`config.mk`:
```
export PLATFORM = sky130hd
export DESIGN_NAME = gen3_scrambler_nb
export DESIGN_NICKNAME = d
export VERILOG_FILES = /design/src/rtl/gen3_scrambler_nb.sv
export SDC_FILE = /design/constraint.sdc
export NUM_CORES = 1
export LEC_CHECK = 0
export ABC_AREA = 1
export ABC_CLOCK_PERIOD_IN_PS = 13100
export BUFFER_PORTS_ARGS = -buffer_cell sky130_fd_sc_hd__buf_2
export CORE_MARGIN = 2
export CORE_UTILIZATION = 60
export DETAILED_ROUTE_END_ITERATION = 12
export PLACE_DENSITY_LB_ADDON = 0.1
export REMOVE_ABC_BUFFERS = 1
export SLEW_MARGIN = 10
export SYNTH_ARGS = -nofsm -noshare
export SYNTH_HDL_FRONTEND = slang
export SYNTH_SLANG_ARGS = --single-unit
export TNS_END_PERCENT = 30
```
`constraint.sdc`:
```
create_clock -name clk_i -period 13.1 [get_ports clk_i]
set_clock_uncertainty 0.2 [all_clocks]
set_input_delay 1.31 -clock clk_i [delete_from_list [all_inputs] [get_ports clk_i]]
set_output_delay 1.31 -clock clk_i [all_outputs]
set_load 0.05 [all_outputs]
```
`src/rtl/gen3_scrambler_nb.sv`:
```
// PCIe Gen3 128b/130b lane scrambler, NBYTES symbols per beat.
// Tracks block position and applies the SKP/EIEOS/symbol-0 exceptions.
module gen3_scrambler_nb #(
    parameter int NBYTES  = 4,
    parameter int LANE_ID = 0
) (
    input  logic                  clk_i,
    input  logic                  rst_i,
    input  logic                  scramble_enable_i,
    input  logic                  seed_load_i,
    input  logic                  valid_i,
    input  logic                  block_start_i,
    input  logic [1:0]            sync_hdr_i,
    input  logic [8*NBYTES-1:0]   data_i,
    output logic                  valid_o,
    output logic                  block_start_o,
    output logic [1:0]            sync_hdr_o,
    output logic [8*NBYTES-1:0]   data_o,
    output logic                  proto_err_o
);

    localparam logic [183:0] SEED_TAB = {
        23'h1BB807, 23'h0277CE, 23'h19CFC9, 23'h010F12,
        23'h18C0DB, 23'h1EC760, 23'h0607BB, 23'h1DBFBC
    };
    localparam logic [22:0] SEED = SEED_TAB[23*(LANE_ID%8) +: 23];
    localparam logic [22:0] TAPS = 23'h210125;
    localparam logic [3:0]  NB4  = 4'(NBYTES);

    typedef enum logic [2:0] {
        IDLE, DATA, OS_SKP, OS_EIEOS, OS_OTHER
    } state_t;

    state_t              state;
    state_t              st_cur;
    logic [22:0]         lfsr;
    logic [22:0]         lfsr_run;
    logic [22:0]         lfsr_nxt;
    logic [3:0]          cnt;
    logic [3:0]          cnt_cur;
    logic [3:0]          pos;
    logic [1:0]          hdr;
    logic [1:0]          hdr_cur;
    logic [8*NBYTES-1:0] scr_data;
    logic                bad_hdr;
    logic                err;
    logic                adv;
    logic                scr;
    logic                fb;
    logic                blk_end;

    // A block_start beat decodes its own header and restarts at symbol 0
    always_comb begin
        hdr_cur = hdr;
        st_cur  = state;
        cnt_cur = cnt;
        bad_hdr = 1'b0;
        if (block_start_i) begin
            hdr_cur = sync_hdr_i;
            cnt_cur = 4'd0;
            unique case (sync_hdr_i)
                2'b10: st_cur = DATA;
                2'b01: begin
                    if (data_i[7:0] == 8'hAA)
                        st_cur = OS_SKP;
                    else if (data_i[7:0] == 8'h00)
                        st_cur = OS_EIEOS;
                    else
                        st_cur = OS_OTHER;
                end
                default: begin
                    st_cur  = DATA;
                    bad_hdr = 1'b1;
                end
            endcase
        end
        err = valid_i &
              ((block_start_i & (bad_hdr | (cnt != 4'd0))) |
               (~block_start_i & (state == IDLE)));
    end

    always_comb begin
        lfsr_run = seed_load_i ? SEED : lfsr;
        scr_data = data_i;
        blk_end  = 1'b0;
        pos      = cnt_cur;
        adv      = 1'b0;
        scr      = 1'b0;
        fb       = 1'b0;
        for (int k = 0; k < NBYTES; k++) begin
            pos = cnt_cur + 4'(k);
            adv = scramble_enable_i &&
                  (st_cur == DATA || st_cur == OS_OTHER);
            scr = adv && !(st_cur == OS_OTHER && pos == 4'd0);
            if (scramble_enable_i && st_cur == OS_EIEOS &&
                pos == 4'd15)
                blk_end = 1'b1;
            for (int j = 0; j < 8; j++) begin
                fb = lfsr_run[22];
                scr_data[8*k+j] = scr_data[8*k+j] ^ (scr & fb);
                if (adv)
                    lfsr_run = {lfsr_run[21:0], 1'b0} ^
                               (TAPS & {23{fb}});
            end
        end
        if (!valid_i)
            lfsr_nxt = seed_load_i ? SEED : lfsr;
        else
            lfsr_nxt = blk_end ? SEED : lfsr_run;
    end

    always_ff @(posedge clk_i) begin
        if (rst_i) begin
            lfsr          <= SEED;
            cnt           <= 4'd0;
            state         <= IDLE;
            hdr           <= 2'b00;
            valid_o       <= 1'b0;
            block_start_o <= 1'b0;
            proto_err_o   <= 1'b0;
            data_o        <= '0;
            sync_hdr_o    <= 2'b00;
        end else begin
            valid_o       <= valid_i;
            block_start_o <= valid_i & block_start_i;
            proto_err_o   <= err;
            lfsr          <= lfsr_nxt;
            if (valid_i) begin
                cnt        <= cnt_cur + NB4;
                state      <= st_cur;
                hdr        <= hdr_cur;
                data_o     <= scr_data;
                sync_hdr_o <= hdr_cur;
            end
        end
    end

endmodule

```
# ---- Word level (Yosys, flattened, before mapping)
# Cells that the tools add are included.
dict set report classes {
  n_bitwise 103
  add_sub_neg 4
  muxes 47
  n_eq_ne 10
  reduce_logical 28
}
# op n
set op_table {}
lappend op_table {{$mux 23} 35}
lappend op_table {{$xor 23x22->23} 32}
lappend op_table {{$and 1x1->1} 36}
lappend op_table {{$xor 1x1->1} 32}
lappend op_table {{$eq 4x4->1 const B} 4}
lappend op_table {{$logic_not 4->1} 4}
lappend op_table {{$logic_and 1x1->1} 14}
lappend op_table {{$mux 3} 4}
lappend op_table {{$add 4x2->4 const B} 2}
lappend op_table {{$eq 8x8->1 const B} 1}
lappend op_table {{$logic_not 8->1} 1}
lappend op_table {{$mux 1} 6}
lappend op_table {{$add 4x1->4 const B} 1}
lappend op_table {{$add 4x3->4 const B} 1}
lappend op_table {{$logic_not 1->1} 4}
lappend op_table {{$mux 4} 1}
lappend op_table {{$reduce_bool 4->1} 1}
lappend op_table {{$eq 3x1->1 const B} 1}
lappend op_table {{$eq 3x2->1 const B} 1}
lappend op_table {{$eq 3x3->1 const B} 1}
lappend op_table {{$logic_not 3->1} 1}
lappend op_table {{$eq 2x1->1 const B} 1}
lappend op_table {{$eq 2x2->1 const B} 1}
lappend op_table {{$mux 2} 1}
lappend op_table {{other kinds (5)} 6}
dict set report word_totals {
  reg_bits 67
  elab_cells 200
}

# ---- Logic depth before layout (Yosys ltp)
dict set report logic_depth {
  word_depth 73
  mapped_depth 55
  depth_no_buf 55
}

# ---- Worst setup path before layout
# OpenSTA, ideal clock, no wires.
dict set report synth_path {
  path_kind {input port to flip-flop}
  from {input port sync_hdr_i[1]}
  to {register lfsr[16]}
  setup_ps 115
  path_slack_ps 7291
  arrival_ps 5494
  n_path_buf 1
  stages 49
  t_required_ps 12785
  cell_sequence {inv_1 -> ha_1 -> nand2_2 -> inv_2 -> nand3_1 -> nand2_1 -> nor2_1 -> nand3_2 -> nand2_4 -> buf_12 -> nand2_4 -> nand2_1 -> nand2_2 -> nand2_2 -> nand2_2 -> nand4_1 -> nand3_4 -> nand3_1 -> [13 not listed] -> nand3_2 -> nand2_4 -> nand2_1 -> nand3_2 -> nand2_1 -> nand2_2 -> nand2_1 -> nand2_1 -> nand2_1 -> nand3_2 -> nand2_1 -> nand2_1 -> nand3_2 -> nand3_1 -> nand3_1 -> nand2_1 -> nand2_1 -> nand2_1}
}
dict set report synth_between {
  elab_chain_cells 71
  word_cells_on_any_way 82
  cone_classes {eq/ne: 4; mux: 40; bitwise: 31; reduce/logical: 7}
}
# item line_no
set synth_lines {}
lappend synth_lines {{start, declared} 13} ;# input logic [1:0] sync_hdr_i,
lappend synth_lines {{$eq 2x1->1 (*)} 61} ;# unique case (sync_hdr_i)
lappend synth_lines {{$mux 3 (*)} 61}
lappend synth_lines {{$mux 3 (*)} 58} ;# if (block_start_i) begin
lappend synth_lines {{$eq 3x1->1 / $eq 3x3->1 (equally long branches)} 93} ;# (st_cur == DATA || st_cur == OS_OTHER);
lappend synth_lines {{$logic_or 1x1->1} 93}
lappend synth_lines {{$logic_and 1x1->1} 92} ;# adv = scramble_enable_i &&
lappend synth_lines {{$mux 23} 101} ;# if (adv)
lappend synth_lines {{$xor 23x22->23} 102} ;# lfsr_run = {lfsr_run[21:0], 1'b0} ^
lappend synth_lines {{[55 not listed]} --}
lappend synth_lines {{$xor 23x22->23} 102}
lappend synth_lines {{$mux 23} 101}
lappend synth_lines {{$xor 23x22->23} 102}
lappend synth_lines {{$mux 23} 101}
lappend synth_lines {{$xor 23x22->23} 102}
lappend synth_lines {{$mux 23} 101}
lappend synth_lines {{$mux 23 (*)} 109} ;# lfsr_nxt = blk_end ? SEED : lfsr_run;
lappend synth_lines {{$mux 23 (*)} 106} ;# if (!valid_i)
lappend synth_lines {{end signal, assigned} 127} ;# lfsr <= lfsr_nxt;
lappend synth_lines {{end, declared} 36} ;# logic [22:0] lfsr;
# Every way passes the cells marked *; elsewhere a longest branch is shown, timed or not.
# A chain may end at the register's enable or synchronous reset.

# ---- Worst setup path after layout
dict set report layout_path {
  from {input port data_i[7]}
  to {register lfsr[5]}
}
dict set report layout_between {
  elab_chain_cells 73
  word_cells_on_any_way 85
  cone_classes {eq/ne: 4; mux: 42; bitwise: 31; reduce/logical: 8}
}
# item line_no
set layout_lines {}
lappend layout_lines {{start, declared} 14} ;# input logic [8*NBYTES-1:0] data_i,
lappend layout_lines {{$logic_not 8->1} 66} ;# else if (data_i[7:0] == 8'h00)
lappend layout_lines {{$mux 3} 66}
lappend layout_lines {{$mux 3 (*)} 64} ;# if (data_i[7:0] == 8'hAA)
lappend layout_lines {{$mux 3 (*)} 61}
lappend layout_lines {{$mux 3 (*)} 58}
lappend layout_lines {{$eq 3x1->1 / $eq 3x3->1 (equally long branches)} 93}
lappend layout_lines {{$logic_or 1x1->1} 93}
lappend layout_lines {{$logic_and 1x1->1} 92}
lappend layout_lines {{[57 not listed]} --}
lappend layout_lines {{$xor 23x22->23} 102}
lappend layout_lines {{$mux 23} 101}
lappend layout_lines {{$xor 23x22->23} 102}
lappend layout_lines {{$mux 23} 101}
lappend layout_lines {{$xor 23x22->23} 102}
lappend layout_lines {{$mux 23} 101}
lappend layout_lines {{$mux 23 (*)} 109}
lappend layout_lines {{$mux 23 (*)} 106}
# Marked as above.

==> impl_metrics.tcl <==
set metrics [dict create \
    result_of_the_run "complete, no violations" \
    yosys.area.top_type "dfxtp_1" \
    min-delay-start "data_o[24]" \
    routed_via_density 5.59 \
    finalHoldViolations 0 \
    insertedDiodeCount 0 \
    maxCapViolations 0 \
    worst_hold_path.endpoint "data_o[24]" \
    startpoint_type "primary input" \
    place.detailed.instances 1216 \
    rsz0062_at_grt "false" \
    slew_headroom_pct 37.5 \
    post_synth_instance_area_mm2 0.00647 \
    rr_endpoint "lfsr[5]" \
    fraction_of_the_cycle_the_final_worst_path_needs_pct 60.0 \
    worst-r2r-cell-count 41 \
    cts_post_setup_buffers_inserted 0 \
    ir_worst_vdd_uv 74.8 \
    combinationalPowerShare_pct 47.8 \
    synth_top_area_share_pct 20.7 \
    tritoncts "yes" \
    power_switching_uw 370 \
    use_met3_pct 6.48 \
    final-setup-viol-count 0 \
    die_x_um 108 \
    htree_num_levels 3 \
    time_the_worst_path_needs_with_i_o_delays_and_setup_ns 7.86 \
    clk_transition_reported_paths_ns 0.08 \
    synth_top_family_by_area "simple AND/OR/NAND/NOR gates" \
    start_util_pct 62.1 \
    worstSkewPairLatency_ns 0.39 \
    antenna_found_initial 0 \
    worstPathBufferInverterCount 3 \
    power.switching_fraction_pct 46.5 \
    post_synth_inst_count 1041 \
    yosysSeqAreaShare_pct 20.7 \
    worstPathRequired_ns 13.22 \
    grt_pass1_vias 6155 \
    cellPowerDensity_mw_per_mm2 113 \
    drtPass1Iterations 7 \
    critPathSlowestCell "nand2_4" \
    synth_simple_gate_area_share_pct 42.1 \
    clock-sinks 67 \
    internal_power_uw 426 \
    power.leakage_nw 3.58 \
    regToRegStartpoint "state[0]" \
    power_frac_seq_pct 28.2 \
    clockBufferDepth 2 \
    number_of_gates_resized_after_cts 0 \
    grt_remaining_overflow 0 \
    layout-drive-gt1-share_pct 18.6 \
    timing.critical_path.slowest_cell_delay_ns 0.63 \
    cts-buffers-inserted 9 \
    r2r_setup_slack_ns 6.20 \
    drtIter0Drc 846 \
    ys_warn_count 0 \
    dp_slack_ns 5.07 \
    drtAntennaViolNets 0 \
    final_cell_count_no_fill 1232 \
    top_level_ports 77 \
    globalRouteMet2Util_pct 53.5 \
    grt_usage_pct 35.4 \
    yosys.area_share.adder_pct 0.967 \
    vias 6887 \
    clockRootBuffer "clkbuf_8" \
    cts-hold-fix-buffers 0 \
    floorplan.die.height_um 108 \
    synth_compound_area_share_pct 14.7 \
    p_clk_share_pct 24.0 \
    finalMaxSlewViolations 0 \
    worstHoldPathCells 2 \
    gp_congestion 1.02 \
    buffer_ports.inserted 76 \
    hpwlAfterDp_mm 14.8 \
    post_synth_xor_area_fraction_pct 10.2 \
    route.detailed.wl_per_inst_um 16.2 \
    busiest_layer "met2" \
    totalNegativeSetupSlack_ns 0 \
    syn_to_final_growth_pct 9.18 \
    rows 37 \
    final_critical_path_setup_slack_ns 5.24 \
    worst_ep_arrival_time_ns 7.98 \
    timing.critical_path.max_delay_family "simple AND/OR/NAND/NOR gates" \
    yosys-top-cells-area "dfxtp_1 21%, nand2_1 12%, nor2_1 7.5%" \
    fin_total_pwr_uw 797 \
    post_synth_mux_area_share_pct 0 \
    critical-path-top-cell-by-count "nand2_1" \
    worst-setup-path-type "in -> reg" \
    grt_start_max_net_pins 73 \
    synth.avg_cell_area_um2 6.22 \
    cp-end-kind "register" \
    core_mm2 0.0104 \
    global_route_wire_length_before_repair_mm 31.8 \
    holdCritPathClass "reg -> reg" \
    max_clock_freq_mhz 127 \
    synth_seq_cells 67 \
    drcViolationCount 0 \
    die_area_mm2 0.0116 \
    gr-usage-met1_pct 49.7 \
    worstPathMaxFanout 46 \
    nNetsFinal 1136 \
    worst-slew-pin-transition_ns 0.937 \
    total_wirelength_mm 20.0 \
    post_synth_num_cell_types 48 \
]
-- worst min-delay path: cells and delay by family, from the launching register on --
family	cells	cell delay, ns
AOI/OAI and AO/OA	1	0.08
buffers and inverters	1	0.05
DFF	1	0.33
-- stage by stage --
stage	hold WS [ns]	area, µm²	util, %
floorplan	0.253	6270	-
global route	0.310	7070	67.8
finish	0.278	7070	67.8
global placement	0.260	6860	65.8
detailed placement	0.260	6860	65.8
CTS	0.283	7070	67.8
-- metal layers --
metal	up-vias	part of all wire [%]	wire (µm)
li1	3437	-	-
met1	3025	44	8730
met2	363	42	8490
met3	62	10	2050
met4	0	3.7	736
met5	-	0	0
-- worst max path at each step --
stage	depth (start not counted)	to	slack [ns]	startpoint
floorplan	50	lfsr[8]	5.85	sync_hdr_i[1]
global placement	45	lfsr[5]	5.08	data_i[7]
detailed placement	46	lfsr[5]	5.07	data_i[7]
CTS	46	lfsr[5]	5.44	data_i[7]
global route	46	lfsr[5]	4.72	sync_hdr_i[1]
finish	46	lfsr[5]	5.24	data_i[7]
-- Yosys cell counts, drive strengths merged --
cell type  number
o21ai          94
a31oi           3
clkinv          4
clkbuf         20
nand3         102
o211ai         15
or2            14
a211oi          1
nor4            3
nor3           11
o31ai           1
nor2          135
o22ai           1
nor3b           1
nand2         264
o32ai           1
dfxtp          67
inv           135
xnor2          23
ha              5
nand4          13
o2111ai         5
xor2           49
a2111oi         1
nand3b          7
buf            22
o221ai          5
a21oi          39
-- layout by cell type (no fill, tap or decap), types with 6 or more instances in the layout --
| master | Yosys | layout |
|---|---|---|
| dfxtp_1 | 67 | 67 |
| o21ai_0 | 85 | 85 |
| nor2_1 | 129 | 129 |
| xnor2_1 | 22 | 22 |
| nand4_1 | 10 | 10 |
| xor2_1 | 46 | 46 |
| nand2_2 | 35 | 35 |
| or2_2 | 9 | 9 |
| nand3_2 | 14 | 14 |
| buf_2 | 14 | 76 |
| nand3_1 | 84 | 84 |
| a21oi_1 | 38 | 38 |
| inv_1 | 128 | 128 |
| nor3_1 | 11 | 11 |
| clkbuf_8 | 0 | 10 |
| nand2_1 | 209 | 209 |
| o21ai_1 | 6 | 6 |
| o211ai_1 | 15 | 15 |
| nand3b_1 | 6 | 6 |
| nand2_4 | 20 | 20 |
-- cells by family (layout without fill, tap and decap cells) --
kind of cell,Yosys count,in the layout
compound gates,166,166
simple gates,550,550
buf+inv,181,236
flops,67,67
fa+ha+maj,5,5
xor+xnor,72,72
-- area by class of cell --
cell class	instances	area [µm²]
multi-input combinational	793	4400
fill	987	3350
sequential	67	1340
inverter	139	527
timing repair buffer	81	418
tap	136	170
clock buffer	10	138
clock inverter	6	71.3
-- power by group through the flow --
stage                     sequential [mW]  combinational (mW)  clock, mW
after floorplan                     0.260               0.243          0
after global placement              0.229               0.368          0
after global routing                0.226               0.413      0.202
after CTS                           0.224               0.372      0.193
after detailed placement            0.229               0.370          0
final                               0.224               0.381      0.191
-- state kept, by name, indices dropped and copies added (netlist names) --
| signal | cells |
|---|---|
| block_start_o | 1 |
| cnt | 4 |
| data_o | 32 |
| hdr | 2 |
| lfsr | 23 |
| proto_err_o | 1 |
| state | 3 |
| valid_o | 1 |
Note: power is estimated with default switching activity, not from simulation.
